File: src/rtl/spi_arb_pkg.sv
// spi_arb_pkg: shared definitions for the SPI access arbiter.
//   arb_state_e : arbiter FSM encoding (IDLE, ISSUE, RELEASE, DONE)
//   TMO_CNT_W   : width of the ISSUE-phase timeout counter
//   ERR_CNT_W   : width of the saturating timeout error counter
//   MAX_REQ     : largest supported number of requesters
//   IDX_W       : width of a requester index
package spi_arb_pkg;

  typedef enum logic [1:0] {
    IDLE    = 2'd0,
    ISSUE   = 2'd1,
    RELEASE = 2'd2,
    DONE    = 2'd3
  } arb_state_e;

  localparam int TMO_CNT_W = 16;
  localparam int ERR_CNT_W = 8;
  localparam int MAX_REQ   = 4;
  localparam int IDX_W     = 2;

endpackage

File: src/rtl/spi_access_arbiter_rr.sv
// rr_arbiter: combinational round-robin pick.
//   req         : level request vector, one bit per requester
//   last_grant  : index of the most recently granted requester
//   grant_valid : high when at least one request is pending
//   grant_idx   : first requesting index after last_grant (wrapping)
module rr_arbiter
  import spi_arb_pkg::*;
#(
  parameter int N_REQ = 2
) (
  input  logic [N_REQ-1:0] req,
  input  logic [IDX_W-1:0] last_grant,
  output logic             grant_valid,
  output logic [IDX_W-1:0] grant_idx
);

  // Padding to the maximum width lets a full-width index select any bit
  // without width games when N_REQ is smaller than MAX_REQ.
  logic [MAX_REQ-1:0] req_pad;
  assign req_pad = MAX_REQ'(req);

  // Walk the requesters starting one past the last winner; the first
  // pending request found wins, so the last winner is checked last.
  always_comb begin
    logic [IDX_W-1:0] idx;
    grant_valid = 1'b0;
    grant_idx   = '0;
    idx         = '0;
    for (int i = 1; i <= N_REQ; i++) begin
      idx = IDX_W'((int'(last_grant) + i) % N_REQ);
      if (!grant_valid && req_pad[idx]) begin
        grant_valid = 1'b1;
        grant_idx   = idx;
      end
    end
  end

endmodule

File: src/rtl/spi_access_arbiter.sv
// spi_access_arbiter: shares one SPI engine between up to four requesters.
//   clk_i, reset_i         : clock, asynchronous active-high reset
//   req_i/req_dat_i/req_sel_i : per-requester level request, word, select
//   ack_o, err_o           : one-cycle completion / timeout pulses to owner
//   rsp_dat_o              : SPI_I captured when the engine signals done
//   SPI_O/SPI_SEL_O/SPI_START_O : word, select and start to the engine
//   SPI_I, SPI_DONE_I      : engine read data and done level
//   busy_o, owner_o        : not-idle flag, current/last granted index
//   err_cnt_o              : saturating count of timed-out transactions
module spi_access_arbiter
  import spi_arb_pkg::*;
#(
  parameter int N_REQ          = 2,
  parameter int TIMEOUT_CYCLES = 65535
) (
  input  logic                   clk_i,
  input  logic                   reset_i,
  input  logic [N_REQ-1:0]       req_i,
  input  logic [32*N_REQ-1:0]    req_dat_i,
  input  logic [2*N_REQ-1:0]     req_sel_i,
  output logic [N_REQ-1:0]       ack_o,
  output logic [N_REQ-1:0]       err_o,
  output logic [31:0]            rsp_dat_o,
  output logic [31:0]            SPI_O,
  output logic [1:0]             SPI_SEL_O,
  output logic                   SPI_START_O,
  input  logic [31:0]            SPI_I,
  input  logic                   SPI_DONE_I,
  output logic                   busy_o,
  output logic [IDX_W-1:0]       owner_o,
  output logic [ERR_CNT_W-1:0]   err_cnt_o
);

  localparam logic [TMO_CNT_W-1:0] TMO_LAST = TMO_CNT_W'(TIMEOUT_CYCLES - 1);

  arb_state_e             state_q, state_d;
  logic [IDX_W-1:0]       last_grant_q;
  logic [IDX_W-1:0]       owner_q;
  logic [TMO_CNT_W-1:0]   tmo_cnt_q;
  logic                   err_flag_q;
  logic [ERR_CNT_W-1:0]   err_cnt_q;

  logic                   grant_valid;
  logic [IDX_W-1:0]       grant_idx;
  logic [31:0]            grant_dat;
  logic [1:0]             grant_sel;
  logic                   do_grant;
  logic                   do_capture;
  logic                   do_timeout;

  rr_arbiter #(.N_REQ(N_REQ)) u_rr (
    .req         (req_i),
    .last_grant  (last_grant_q),
    .grant_valid (grant_valid),
    .grant_idx   (grant_idx)
  );

  // Select the winning requester's word and device select.
  always_comb begin
    grant_dat = '0;
    grant_sel = '0;
    for (int k = 0; k < N_REQ; k++) begin
      if (grant_idx == IDX_W'(k)) begin
        grant_dat = req_dat_i[32*k +: 32];
        grant_sel = req_sel_i[2*k +: 2];
      end
    end
  end

  // State register.
  always_ff @(posedge clk_i or posedge reset_i) begin
    if (reset_i) state_q <= IDLE;
    else         state_q <= state_d;
  end

  // Next state and one-cycle datapath strobes. A done level still high
  // from the previous transaction blocks a new grant; in ISSUE, done
  // takes precedence over a coincident timeout.
  always_comb begin
    state_d    = state_q;
    do_grant   = 1'b0;
    do_capture = 1'b0;
    do_timeout = 1'b0;
    case (state_q)
      IDLE: begin
        if (grant_valid && !SPI_DONE_I) begin
          do_grant = 1'b1;
          state_d  = ISSUE;
        end
      end
      ISSUE: begin
        if (SPI_DONE_I) begin
          do_capture = 1'b1;
          state_d    = RELEASE;
        end else if (tmo_cnt_q == TMO_LAST) begin
          do_timeout = 1'b1;
          state_d    = RELEASE;
        end
      end
      RELEASE: begin
        if (!SPI_DONE_I) state_d = DONE;
      end
      DONE:    state_d = IDLE;
      default: state_d = IDLE;
    endcase
  end

  // Registered datapath. START and busy are computed from the next state
  // so they are flop outputs yet line up with the state they describe.
  // last_grant resets to the top index so requester 0 wins first.
  always_ff @(posedge clk_i or posedge reset_i) begin
    if (reset_i) begin
      SPI_START_O  <= 1'b0;
      busy_o       <= 1'b0;
      SPI_O        <= '0;
      SPI_SEL_O    <= '0;
      rsp_dat_o    <= '0;
      owner_q      <= '0;
      last_grant_q <= IDX_W'(N_REQ - 1);
      tmo_cnt_q    <= '0;
      err_flag_q   <= 1'b0;
      err_cnt_q    <= '0;
    end else begin
      SPI_START_O <= (state_d == ISSUE);
      busy_o      <= (state_d != IDLE);
      if (do_grant) begin
        SPI_O        <= grant_dat;
        SPI_SEL_O    <= grant_sel;
        owner_q      <= grant_idx;
        last_grant_q <= grant_idx;
        tmo_cnt_q    <= '0;
      end else if (state_q == ISSUE) begin
        tmo_cnt_q <= tmo_cnt_q + TMO_CNT_W'(1);
      end
      if (do_capture) begin
        rsp_dat_o  <= SPI_I;
        err_flag_q <= 1'b0;
      end
      if (do_timeout) begin
        err_flag_q <= 1'b1;
        if (err_cnt_q != '1) err_cnt_q <= err_cnt_q + ERR_CNT_W'(1);
      end
    end
  end

  // Completion pulses decode straight from the DONE state and owner.
  assign ack_o     = (state_q == DONE) ? (N_REQ'(1) << owner_q) : '0;
  assign err_o     = err_flag_q ? ack_o : '0;
  assign owner_o   = owner_q;
  assign err_cnt_o = err_cnt_q;

endmodule

File: config.mk
export PLATFORM = sky130hd
export DESIGN_NAME = spi_access_arbiter
export DESIGN_NICKNAME = d
export VERILOG_FILES = /design/src/rtl/spi_arb_pkg.sv /design/src/rtl/spi_access_arbiter_rr.sv /design/src/rtl/spi_access_arbiter.sv
export SDC_FILE = /design/constraint.sdc
export NUM_CORES = 1
export LEC_CHECK = 0
export BUFFER_PORTS_ARGS = -buffer_cell sky130_fd_sc_hd__buf_2
export CORE_AREA = 4 4 109 111
export CTS_CLUSTER_DIAMETER = 60
export DETAILED_ROUTE_END_ITERATION = 7
export DIE_AREA = 0 0 113 115
export PLACE_DENSITY_LB_ADDON = 0.25
export SYNTH_ARGS = -nofsm -noshare
export SYNTH_HDL_FRONTEND = slang
export SYNTH_SLANG_ARGS = --single-unit
File: constraint.sdc
create_clock -name clk_i -period 3.5 [get_ports clk_i]
set_input_delay 0.175 -clock clk_i [delete_from_list [all_inputs] [get_ports clk_i]]
set_output_delay 0.175 -clock clk_i [all_outputs]
set_load 0.01 [all_outputs]
==> results of run 1 <==
[area by class of cell]
type                            instances  share of cell area (%)
Inverter                                2                  0.1807
Clock buffer                           14                   2.936
Multi-Input combinational cell        247                   31.59
Timing Repair Buffer                  194                   18.02
Clock inverter                          2                  0.2710
Tap cell                              140                   3.162
Sequential cell                        97                   43.83
[stage by stage]
step	utilization, %	cells
6_report	51.33	696
5_1_grt	51.33	696
4_1_cts	51.24	695
3_5_place_dp	49.50	678
3_3_place_gp	49.50	678
2_1_floorplan	-	365
[worst reg2reg max path: stages (launching register included)]
cell and delay [ns]:
sky130_fd_sc_hd__dfrtp_1 0.45, sky130_fd_sc_hd__nor3_2 0.56, sky130_fd_sc_hd__nand2_2 0.20, sky130_fd_sc_hd__buf_4 0.37, sky130_fd_sc_hd__o211ai_1 0.23, sky130_fd_sc_hd__o31ai_1 0.09
[routing by layer]
layer | vias up | part of all wire (%)
met1 | 1584 | 45
met5 | - | 0
met3 | 15 | 8.6
met2 | 150 | 45
li1 | 1661 | -
met4 | 0 | 2.0
[kinds of logic (layout without fill, tap and decap cells)]
logic type / count (synthesis) / in the layout / synth area share [%]
other: 1 / 1 / 0.08753
flip-flops: 97 / 97 / 56.69
AO/OA/AOI/OAI: 63 / 63 / 8.294
multiplexers: 72 / 72 / 17.79
XOR/XNOR: 8 / 8 / 1.636
buffers and inverters: 21 / 212 / 2.774
adder cells (fa/ha/maj): 3 / 3 / 0.8763
AND/OR/NAND/NOR: 100 / 100 / 11.86
[path summary, 6_finish.rpt]
| check | cells past startpoint | startpoint | to |
|---|---|---|---|
| hold / removal | 2 | SPI_I[8] | rsp_dat_o[8]$_DFFE_PP0P_ |
| max in group asynchronous | 4 | reset_i | last_grant_q[0]$_DFFE_PP1P_ |
| setup / recovery | 5 | state_q[1]$_DFF_PP0_ | tmo_cnt_q[11]$_DFFE_PP0P_ |
| setup reg to reg | 5 | state_q[1]$_DFF_PP0_ | tmo_cnt_q[11]$_DFFE_PP0P_ |
| min in group asynchronous | 3 | reset_i | rsp_dat_o[11]$_DFFE_PP0P_ |
| hold reg to reg | 2 | SPI_O[11]$_DFFE_PP0P_ | SPI_O[11]$_DFFE_PP0P_ |
[cell usage after synthesis, types with 2 or more instances]
library cell               instances
sky130_fd_sc_hd__o211ai_1          3
sky130_fd_sc_hd__o22ai_1           2
sky130_fd_sc_hd__mux2_2            3
sky130_fd_sc_hd__and3_1            9
sky130_fd_sc_hd__o31ai_1           4
sky130_fd_sc_hd__and2_1            4
sky130_fd_sc_hd__nand3_1          13
sky130_fd_sc_hd__inv_1             2
sky130_fd_sc_hd__dfrtp_1          96
sky130_fd_sc_hd__buf_6             3
sky130_fd_sc_hd__xnor2_1           7
sky130_fd_sc_hd__clkbuf_1          8
sky130_fd_sc_hd__buf_2             5
sky130_fd_sc_hd__o21ai_0          41
sky130_fd_sc_hd__a21oi_1           5
sky130_fd_sc_hd__nor2_1            4
sky130_fd_sc_hd__nand4_1           6
sky130_fd_sc_hd__nand2_1          50
sky130_fd_sc_hd__o21ai_1           2
sky130_fd_sc_hd__mux2_1           30
sky130_fd_sc_hd__and4_1            4
sky130_fd_sc_hd__a31oi_1           2
sky130_fd_sc_hd__nand2b_1          2
sky130_fd_sc_hd__mux2i_1          39
sky130_fd_sc_hd__ha_1              3
sky130_fd_sc_hd__buf_4             3
[repair_timing]
item | CTS | global route
endpoints found under the hold margin | 59 | 1
buffers inserted | 0 | 0
hold buffers | 1 | 1
[sequential cells by signal (all words and copies together), names as in the netlist, 2 cells and up]
name and count:
SPI_O 32, err_cnt_o 8, rsp_dat_o 32, state_q 2, SPI_SEL_O 2, tmo_cnt_q 16
[power groups by stage]
stage / Clock, uW / Combinational [uW] / Sequential (uW)
3_5_place_dp: 0 / 1330 / 1810
6_report: 673 / 1290 / 1790
2_1_floorplan: 0 / 514 / 1980
5_1_grt: 751 / 1440 / 1850
4_1_cts: 702 / 1330 / 1800
3_3_place_gp: 0 / 1290 / 1800
==> impl_metrics.prom, run 1 <==
# TYPE chip_impl_metric gauge
chip_impl_metric{name="antenna_violations_before_repair",unit=""} 0
chip_impl_metric{name="slowest_delay",unit="ns"} 0.56
chip_impl_metric{name="cts-resized-gates",unit=""} 0
chip_impl_info{name="post-synth-top-area-cell",value="sky130_fd_sc_hd__dfrtp_1"} 1
chip_impl_metric{name="hpwlAfterDp",unit="um"} 7916
chip_impl_metric{name="power_switching_share",unit="%"} 35.25
chip_impl_metric{name="crit_fanout",unit=""} 78
chip_impl_metric{name="gp_routability_congestion",unit=""} 0.7594
chip_impl_metric{name="synth_seq_cells",unit=""} 97
chip_impl_metric{name="grt_start_max_net_pins",unit=""} 79
chip_impl_metric{name="drt_first_pass_iters",unit=""} 4
chip_impl_metric{name="cts_buffers",unit=""} 9
chip_impl_metric{name="post_drt_wl_per_cell",unit="um"} 14.99
chip_impl_metric{name="drv_cap",unit=""} 0
chip_impl_info{name="status",value="finished clean"} 1
chip_impl_metric{name="final_min_period_over_clock_period",unit="%"} 57.57
chip_impl_metric{name="p_total",unit="uW"} 3757
chip_impl_metric{name="synth-async-reset-ratio",unit="%"} 100.0
chip_impl_metric{name="hold_viol_final",unit=""} 0
chip_impl_info{name="path_class",value="reg2reg"} 1
chip_impl_metric{name="htreeDepth",unit=""} 3
chip_impl_metric{name="layout.area.seq",unit="mm^2"} 0.002429
chip_impl_metric{name="rows",unit=""} 38
chip_impl_metric{name="final_nets",unit=""} 659
chip_impl_info{name="cts_tree",value="built"} 1
chip_impl_metric{name="first_iter_violations",unit=""} 160
chip_impl_metric{name="synth_sequential_area_ratio",unit="%"} 56.69
chip_impl_metric{name="setup_viol",unit=""} 0
chip_impl_metric{name="grt_use_met3",unit="%"} 4.421
chip_impl_metric{name="placed_area",unit="mm^2"} 0.005343
chip_impl_metric{name="antenna_violating_nets_post_route",unit=""} 0
chip_impl_metric{name="design_internal_power",unit="uW"} 2433
chip_impl_info{name="layout.cells.most_common",value="sky130_fd_sc_hd__buf_2"} 1
chip_impl_metric{name="drt_drc_violations_left",unit=""} 0
chip_impl_metric{name="worstPathArrival",unit="ns"} 2.25
chip_impl_metric{name="io_buffer_count",unit=""} 185
chip_impl_metric{name="ys.warnings.count",unit=""} 0
chip_impl_metric{name="setup-tns-final",unit="ns"} 0
chip_impl_metric{name="routed_wire_length",unit="um"} 10430
chip_impl_metric{name="pin_count",unit=""} 187
chip_impl_info{name="path_cells",value="nor3_2, nand2_2, buf_4, o211ai_1, o31ai_1"} 1
chip_impl_metric{name="synth_nets",unit=""} 473
chip_impl_info{name="global_routing_s_busiest_layer",value="met2"} 1
chip_impl_metric{name="hold-worst-slack",unit="ns"} 0.01021
chip_impl_info{name="ys.flop_type",value="sky130_fd_sc_hd__dfrtp_1"} 1
chip_impl_metric{name="max_slew.worst_pin.slew",unit="ns"} 0.8145
chip_impl_metric{name="netlist.area_leader.share",unit="%"} 56.07
chip_impl_metric{name="clock_tree.buffer_depth",unit=""} 2
chip_impl_metric{name="global_route.overflow_total",unit=""} 0
chip_impl_metric{name="fillCellCount",unit=""} 979
chip_impl_metric{name="final_instance_area",unit="mm^2"} 0.005540
chip_impl_metric{name="fmax",unit="MHz"} 496.3
chip_impl_metric{name="multi_input_area",unit="mm^2"} 0.001750
chip_impl_metric{name="power.leakage",unit="uW"} 0.002845
chip_impl_info{name="startpoint_type",value="flop"} 1
chip_impl_metric{name="avgSynthCellArea",unit="um^2"} 11.74
chip_impl_metric{name="pwr-share-comb",unit="%"} 34.4
chip_impl_metric{name="worstPathBufferInverterCount",unit=""} 1
chip_impl_info{name="synthTopCellsByArea",value="sky130_fd_sc_hd__dfrtp_1 (56%), sky130_fd_sc_hd__mux2i_1 (9.1%), sky130_fd_sc_hd__mux2_1 (7.9%)"} 1
chip_impl_metric{name="finalMaxSlewViolations",unit=""} 0
chip_impl_metric{name="globalRouteTotalUtil",unit="%"} 16.32
chip_impl_metric{name="antenna_cells",unit=""} 0
chip_impl_metric{name="floorplan.initialDensity",unit="%"} 39.69
chip_impl_info{name="critical_path.endpoint_type",value="flop"} 1
chip_impl_metric{name="globalRouteMet2Util",unit="%"} 25.20
chip_impl_metric{name="drive_gt1_share",unit="%"} 39.39
chip_impl_metric{name="die_w",unit="um"} 113
chip_impl_info{name="clock_tree.root_cell",value="sky130_fd_sc_hd__clkbuf_8"} 1
chip_impl_metric{name="ir_worst_vdd",unit="mV"} 0.3190
chip_impl_metric{name="power.clock.fraction",unit="%"} 17.9
chip_impl_metric{name="first_pass_grt_wire_length",unit="um"} 16970
chip_impl_metric{name="die-area",unit="mm^2"} 0.01300
chip_impl_metric{name="power_density",unit="mW/mm^2"} 678.0
chip_impl_metric{name="post-place-ws",unit="ns"} 1.472
chip_impl_info{name="timing.critical_path.slowest_stage_cell",value="sky130_fd_sc_hd__nor3_2"} 1
chip_impl_metric{name="clock_skew",unit="ns"} 0.01966
chip_impl_metric{name="via_count",unit=""} 3410
chip_impl_metric{name="flop2flop_setup_slack",unit="ns"} 1.48
chip_impl_metric{name="clkSinkCount",unit=""} 97
chip_impl_metric{name="coreArea",unit="mm^2"} 0.01079
chip_impl_metric{name="worst_slack",unit="ns"} 1.485
chip_impl_metric{name="met1_usage",unit="%"} 21.81
chip_impl_metric{name="power.net_switching",unit="uW"} 1324
chip_impl_metric{name="share_seq_of_total_power",unit="%"} 47.6
chip_impl_metric{name="grt_pass1_vias",unit=""} 3407
chip_impl_metric{name="post_synth_num_cell_types",unit=""} 41
chip_impl_info{name="commonest_non_fill_non_tap_cells_in_the_layout",value="sky130_fd_sc_hd__buf_2 (185), sky130_fd_sc_hd__dfrtp_1 (96), sky130_fd_sc_hd__nand2_1 (49), sky130_fd_sc_hd__o21ai_0 (41), sky130_fd_sc_hd__mux2i_1 (39)"} 1
chip_impl_metric{name="clk-insertion-delay-late",unit="ns"} 0.37
chip_impl_metric{name="final_period_minus_worst_setup_slack",unit="ns"} 2.015
chip_impl_metric{name="synth-edff-count",unit=""} 0
chip_impl_info{name="hold_path_class",value="in2reg"} 1
chip_impl_metric{name="die-height",unit="um"} 115
chip_impl_metric{name="cts.clk_slew.worst_paths",unit="ns"} 0.11
chip_impl_info{name="worst_path_dominant_cell_family",value="simple AND/OR/NAND/NOR gates"} 1
chip_impl_metric{name="synthCells",unit=""} 365
chip_impl_metric{name="required",unit="ns"} 3.74
chip_impl_metric{name="combined_area_of_all_synthesized_cells",unit="mm^2"} 0.004284
chip_impl_info{name="grt_setup_unrepaired",value="no"} 1
chip_impl_metric{name="timing.slew.headroom",unit="%"} 45.57
chip_impl_metric{name="detail_route.vias_per_cell",unit=""} 4.899
chip_impl_metric{name="area_delta_synth_final",unit="%"} 29.32
Note: power is estimated with default switching activity, not from simulation.
==> inputs of run 2 (changes only) <==
--- a/config.mk
+++ b/config.mk
@@ -5,11 +5,12 @@
 export SDC_FILE = /design/constraint.sdc
 export NUM_CORES = 1
 export LEC_CHECK = 0
+export ABC_AREA = 1
 export BUFFER_PORTS_ARGS = -buffer_cell sky130_fd_sc_hd__buf_2
-export CORE_AREA = 4 4 109 111
+export CORE_AREA = 4 4 114 116
 export CTS_CLUSTER_DIAMETER = 60
 export DETAILED_ROUTE_END_ITERATION = 7
-export DIE_AREA = 0 0 113 115
+export DIE_AREA = 0 0 118 120
 export PLACE_DENSITY_LB_ADDON = 0.25
 export SYNTH_ARGS = -nofsm -noshare
 export SYNTH_HDL_FRONTEND = slang
==> constraint.sdc (replaced) <==
create_clock -name clk_i -period 1.9 [get_ports clk_i]
set_input_delay 0.095 -clock clk_i [delete_from_list [all_inputs] [get_ports clk_i]]
set_output_delay 0.095 -clock clk_i [all_outputs]
set_load 0.01 [all_outputs]
==> impl_metrics.prom, run 2 <==
# TYPE chip_impl_metric gauge
chip_impl_info{name="path_cells",value="inv_2, nand3_2, nor2_4, inv_4, nand2_1, inv_2, nand2_1, a21oi_1"} 1
chip_impl_metric{name="via_count",unit=""} 4468
chip_impl_metric{name="fmax",unit="MHz"} 638.5
chip_impl_metric{name="first_pass_grt_wire_length",unit="um"} 21660
chip_impl_metric{name="pin_count",unit=""} 187
chip_impl_info{name="grt_setup_unrepaired",value="no"} 1
chip_impl_metric{name="finalMaxSlewViolations",unit=""} 0
chip_impl_metric{name="coreArea",unit="mm^2"} 0.01191
chip_impl_metric{name="hold-worst-slack",unit="ns"} 0.01575
chip_impl_metric{name="worstPathArrival",unit="ns"} 1.83
chip_impl_metric{name="synth_nets",unit=""} 683
chip_impl_info{name="startpoint_type",value="flop"} 1
chip_impl_metric{name="drive_gt1_share",unit="%"} 34.55
chip_impl_metric{name="power.clock.fraction",unit="%"} 23.4
chip_impl_metric{name="antenna_violating_nets_post_route",unit=""} 0
chip_impl_metric{name="synth_sequential_area_ratio",unit="%"} 51.20
chip_impl_metric{name="detail_route.vias_per_cell",unit=""} 4.753
chip_impl_metric{name="cts_buffers",unit=""} 9
chip_impl_metric{name="grt_start_max_net_pins",unit=""} 69
chip_impl_info{name="status",value="finished clean"} 1
chip_impl_metric{name="post-place-ws",unit="ns"} 0.3421
chip_impl_metric{name="io_buffer_count",unit=""} 185
chip_impl_metric{name="p_total",unit="uW"} 8273
chip_impl_metric{name="htreeDepth",unit=""} 3
chip_impl_metric{name="clock_skew",unit="ns"} 0.005763
chip_impl_metric{name="globalRouteMet2Util",unit="%"} 31.30
chip_impl_metric{name="clkSinkCount",unit=""} 97
chip_impl_info{name="worst_path_dominant_cell_family",value="buffers and inverters"} 1
chip_impl_metric{name="cts_hold_repair_buffers",unit=""} 32
chip_impl_metric{name="rows",unit=""} 40
chip_impl_info{name="post-synth-top-area-cell",value="sky130_fd_sc_hd__dfrtp_1"} 1
chip_impl_metric{name="post_synth_num_cell_types",unit=""} 35
chip_impl_metric{name="ir_worst_vdd",unit="mV"} 0.5183
chip_impl_metric{name="post_drt_wl_per_cell",unit="um"} 13.78
chip_impl_metric{name="worstPathBufferInverterCount",unit=""} 3
chip_impl_metric{name="final_nets",unit=""} 898
chip_impl_metric{name="routed_wire_length",unit="um"} 12950
chip_impl_metric{name="cts.clk_slew.worst_paths",unit="ns"} 0.06
chip_impl_metric{name="die-height",unit="um"} 120
chip_impl_metric{name="placed_area",unit="mm^2"} 0.005816
chip_impl_metric{name="gp_routability_congestion",unit=""} 0.8654
chip_impl_metric{name="clk-insertion-delay-late",unit="ns"} 0.33
chip_impl_info{name="timing.critical_path.slowest_stage_cell",value="sky130_fd_sc_hd__dfrtp_1"} 1
chip_impl_info{name="clock_tree.root_cell",value="sky130_fd_sc_hd__clkbuf_16"} 1
chip_impl_metric{name="final_instance_area",unit="mm^2"} 0.006454
chip_impl_info{name="ys.flop_type",value="sky130_fd_sc_hd__dfrtp_1"} 1
chip_impl_info{name="cts_tree",value="built"} 1
chip_impl_metric{name="hold_viol_final",unit=""} 0
chip_impl_metric{name="combined_area_of_all_synthesized_cells",unit="mm^2"} 0.004743
chip_impl_metric{name="pwr-share-comb",unit="%"} 37.2
chip_impl_metric{name="clock_tree.buffer_depth",unit=""} 2
chip_impl_metric{name="worst_slack",unit="ns"} 0.3338
chip_impl_info{name="synth.most_common_cell",value="sky130_fd_sc_hd__nand2_1"} 1
chip_impl_metric{name="met1_usage",unit="%"} 23.07
chip_impl_metric{name="netlist.area_leader.share",unit="%"} 50.65
chip_impl_metric{name="antenna_cells",unit=""} 0
chip_impl_metric{name="required",unit="ns"} 2.16
chip_impl_metric{name="synthCells",unit=""} 575
chip_impl_metric{name="globalRouteTotalUtil",unit="%"} 18.52
chip_impl_metric{name="synth-async-reset-ratio",unit="%"} 100.0
chip_impl_metric{name="global_route.overflow_total",unit=""} 0
chip_impl_metric{name="setup_viol",unit=""} 0
chip_impl_metric{name="design_internal_power",unit="uW"} 5233
chip_impl_metric{name="cts-resized-gates",unit=""} 0
chip_impl_metric{name="crit_fanout",unit=""} 45
chip_impl_info{name="path_class",value="reg2reg"} 1
chip_impl_info{name="layout.cells.most_common",value="sky130_fd_sc_hd__nand2_1"} 1
chip_impl_metric{name="power_density",unit="mW/mm^2"} 1282
chip_impl_metric{name="area_delta_synth_final",unit="%"} 36.06
chip_impl_info{name="global_routing_s_busiest_layer",value="met2"} 1
chip_impl_metric{name="first_iter_violations",unit=""} 289
chip_impl_metric{name="slowest_delay",unit="ns"} 0.42
chip_impl_metric{name="power.net_switching",unit="uW"} 3040
chip_impl_metric{name="die-area",unit="mm^2"} 0.01416
chip_impl_metric{name="final_period_minus_worst_setup_slack",unit="ns"} 1.566
chip_impl_metric{name="ys.warnings.count",unit=""} 0
chip_impl_info{name="synth_common_cells",value="sky130_fd_sc_hd__nand2_1 (200), sky130_fd_sc_hd__dfrtp_1 (96), sky130_fd_sc_hd__nor2_1 (58), sky130_fd_sc_hd__o21ai_2 (41), sky130_fd_sc_hd__inv_1 (35)"} 1
chip_impl_metric{name="power.leakage",unit="uW"} 0.003448
chip_impl_metric{name="avgSynthCellArea",unit="um^2"} 8.249
chip_impl_metric{name="setup-tns-final",unit="ns"} 0
chip_impl_info{name="hold_path_class",value="in2reg"} 1
chip_impl_metric{name="synth-edff-count",unit=""} 0
chip_impl_metric{name="antenna_violations_before_repair",unit=""} 0
chip_impl_info{name="biggestRegsByFlops",value="SPI_O (32), rsp_dat_o (32), tmo_cnt_q (16)"} 1
chip_impl_metric{name="grt_pass1_vias",unit=""} 4489
chip_impl_metric{name="die_w",unit="um"} 118
chip_impl_info{name="critical_path.endpoint_type",value="flop"} 1
chip_impl_metric{name="floorplan.initialDensity",unit="%"} 39.82
chip_impl_metric{name="power_switching_share",unit="%"} 36.74
chip_impl_metric{name="hpwlAfterDp",unit="um"} 9395
chip_impl_metric{name="final_min_period_over_clock_period",unit="%"} 82.43
chip_impl_metric{name="post_cts.repair.setup_buffers",unit=""} 0
chip_impl_info{name="commonest_non_fill_non_tap_cells_in_the_layout",value="sky130_fd_sc_hd__nand2_1 (200), sky130_fd_sc_hd__buf_2 (185), sky130_fd_sc_hd__dfrtp_1 (96), sky130_fd_sc_hd__nor2_1 (58), sky130_fd_sc_hd__o21ai_2 (41)"} 1
chip_impl_metric{name="share_seq_of_total_power",unit="%"} 39.3
chip_impl_metric{name="drv_cap",unit=""} 0
chip_impl_metric{name="grt_use_met3",unit="%"} 4.760
chip_impl_metric{name="drt_first_pass_iters",unit=""} 4
chip_impl_metric{name="drt_drc_violations_left",unit=""} 0
chip_impl_info{name="synthTopCellsByArea",value="sky130_fd_sc_hd__dfrtp_1 (51%), sky130_fd_sc_hd__nand2_1 (16%), sky130_fd_sc_hd__o21ai_2 (7.6%)"} 1
chip_impl_metric{name="synth_seq_cells",unit=""} 97
run 2: cells by family after synthesis:
kind of cell               count (synthesis)  synth area share, %
and+or+nand+nor                          305                26.83
buffers and inverters                     68                6.568
other                                      1              0.07906
DFF                                       97                51.20
xor gates and xnor gates                   5               0.9234
AOI/OAI and AO/OA                         96                13.61
adders and majority gates                  3               0.7914
run 2: area by class of cell:
cell class / count / area [um^2]
fillers: 1089 / 5458
repair buffers: 226 / 1339
clock buffers: 11 / 252.7
inverters: 46 / 181.4
flip-flops and latches: 97 / 2429
clock inverters: 3 / 65.06
well taps: 147 / 183.9
multi-input cells: 410 / 2003
run 2: worst min-delay path: stages:
cell                      delay [ns]
sky130_fd_sc_hd__buf_2          0.07
sky130_fd_sc_hd__nor2_1         0.03
sky130_fd_sc_hd__o21ai_1        0.11
run 2: final timing paths:
kind,start,to,slack [ns],cells after the start
min in group asynchronous,reset_i,SPI_O[20]$_DFFE_PP0P_,0.41,4
worst min register to register,rsp_dat_o[30]$_DFFE_PP0P_,rsp_dat_o[30]$_DFFE_PP0P_,0.46,2
worst min-delay path,req_dat_i[38],SPI_O[6]$_DFFE_PP0P_,0.02,3
worst max-delay path,state_q[1]$_DFF_PP0_,tmo_cnt_q[6]$_DFFE_PP0P_,0.33,8
worst max register to register,state_q[1]$_DFF_PP0_,tmo_cnt_q[6]$_DFFE_PP0P_,0.33,8
max in group asynchronous,reset_i,last_grant_q[0]$_DFFE_PP1P_,1.14,4
run 2: layer usage:
layer	wire length, um	up-vias
li1	-	2254
met1	5743	2042
met2	6062	155
met3	925	17
met4	221	0
met5	0	-
run 2: power groups by stage:
stage / sequential (uW) / combinational [uW] / clock (uW)
3_3_place_gp: 3280 / 3010 / 0
2_1_floorplan: 3590 / 1510 / 0
3_5_place_dp: 3280 / 3070 / 0
4_1_cts: 3260 / 3120 / 1990
6_report: 3250 / 3080 / 1940
5_1_grt: 3350 / 3440 / 2060
run 2: metrics by stage:
step                instances  utilization (%)
floorplan                 575                -
finish                    940            54.18
global route              940            54.18
CTS                       940            54.18
detailed placement        894            48.82
global placement          894            48.82
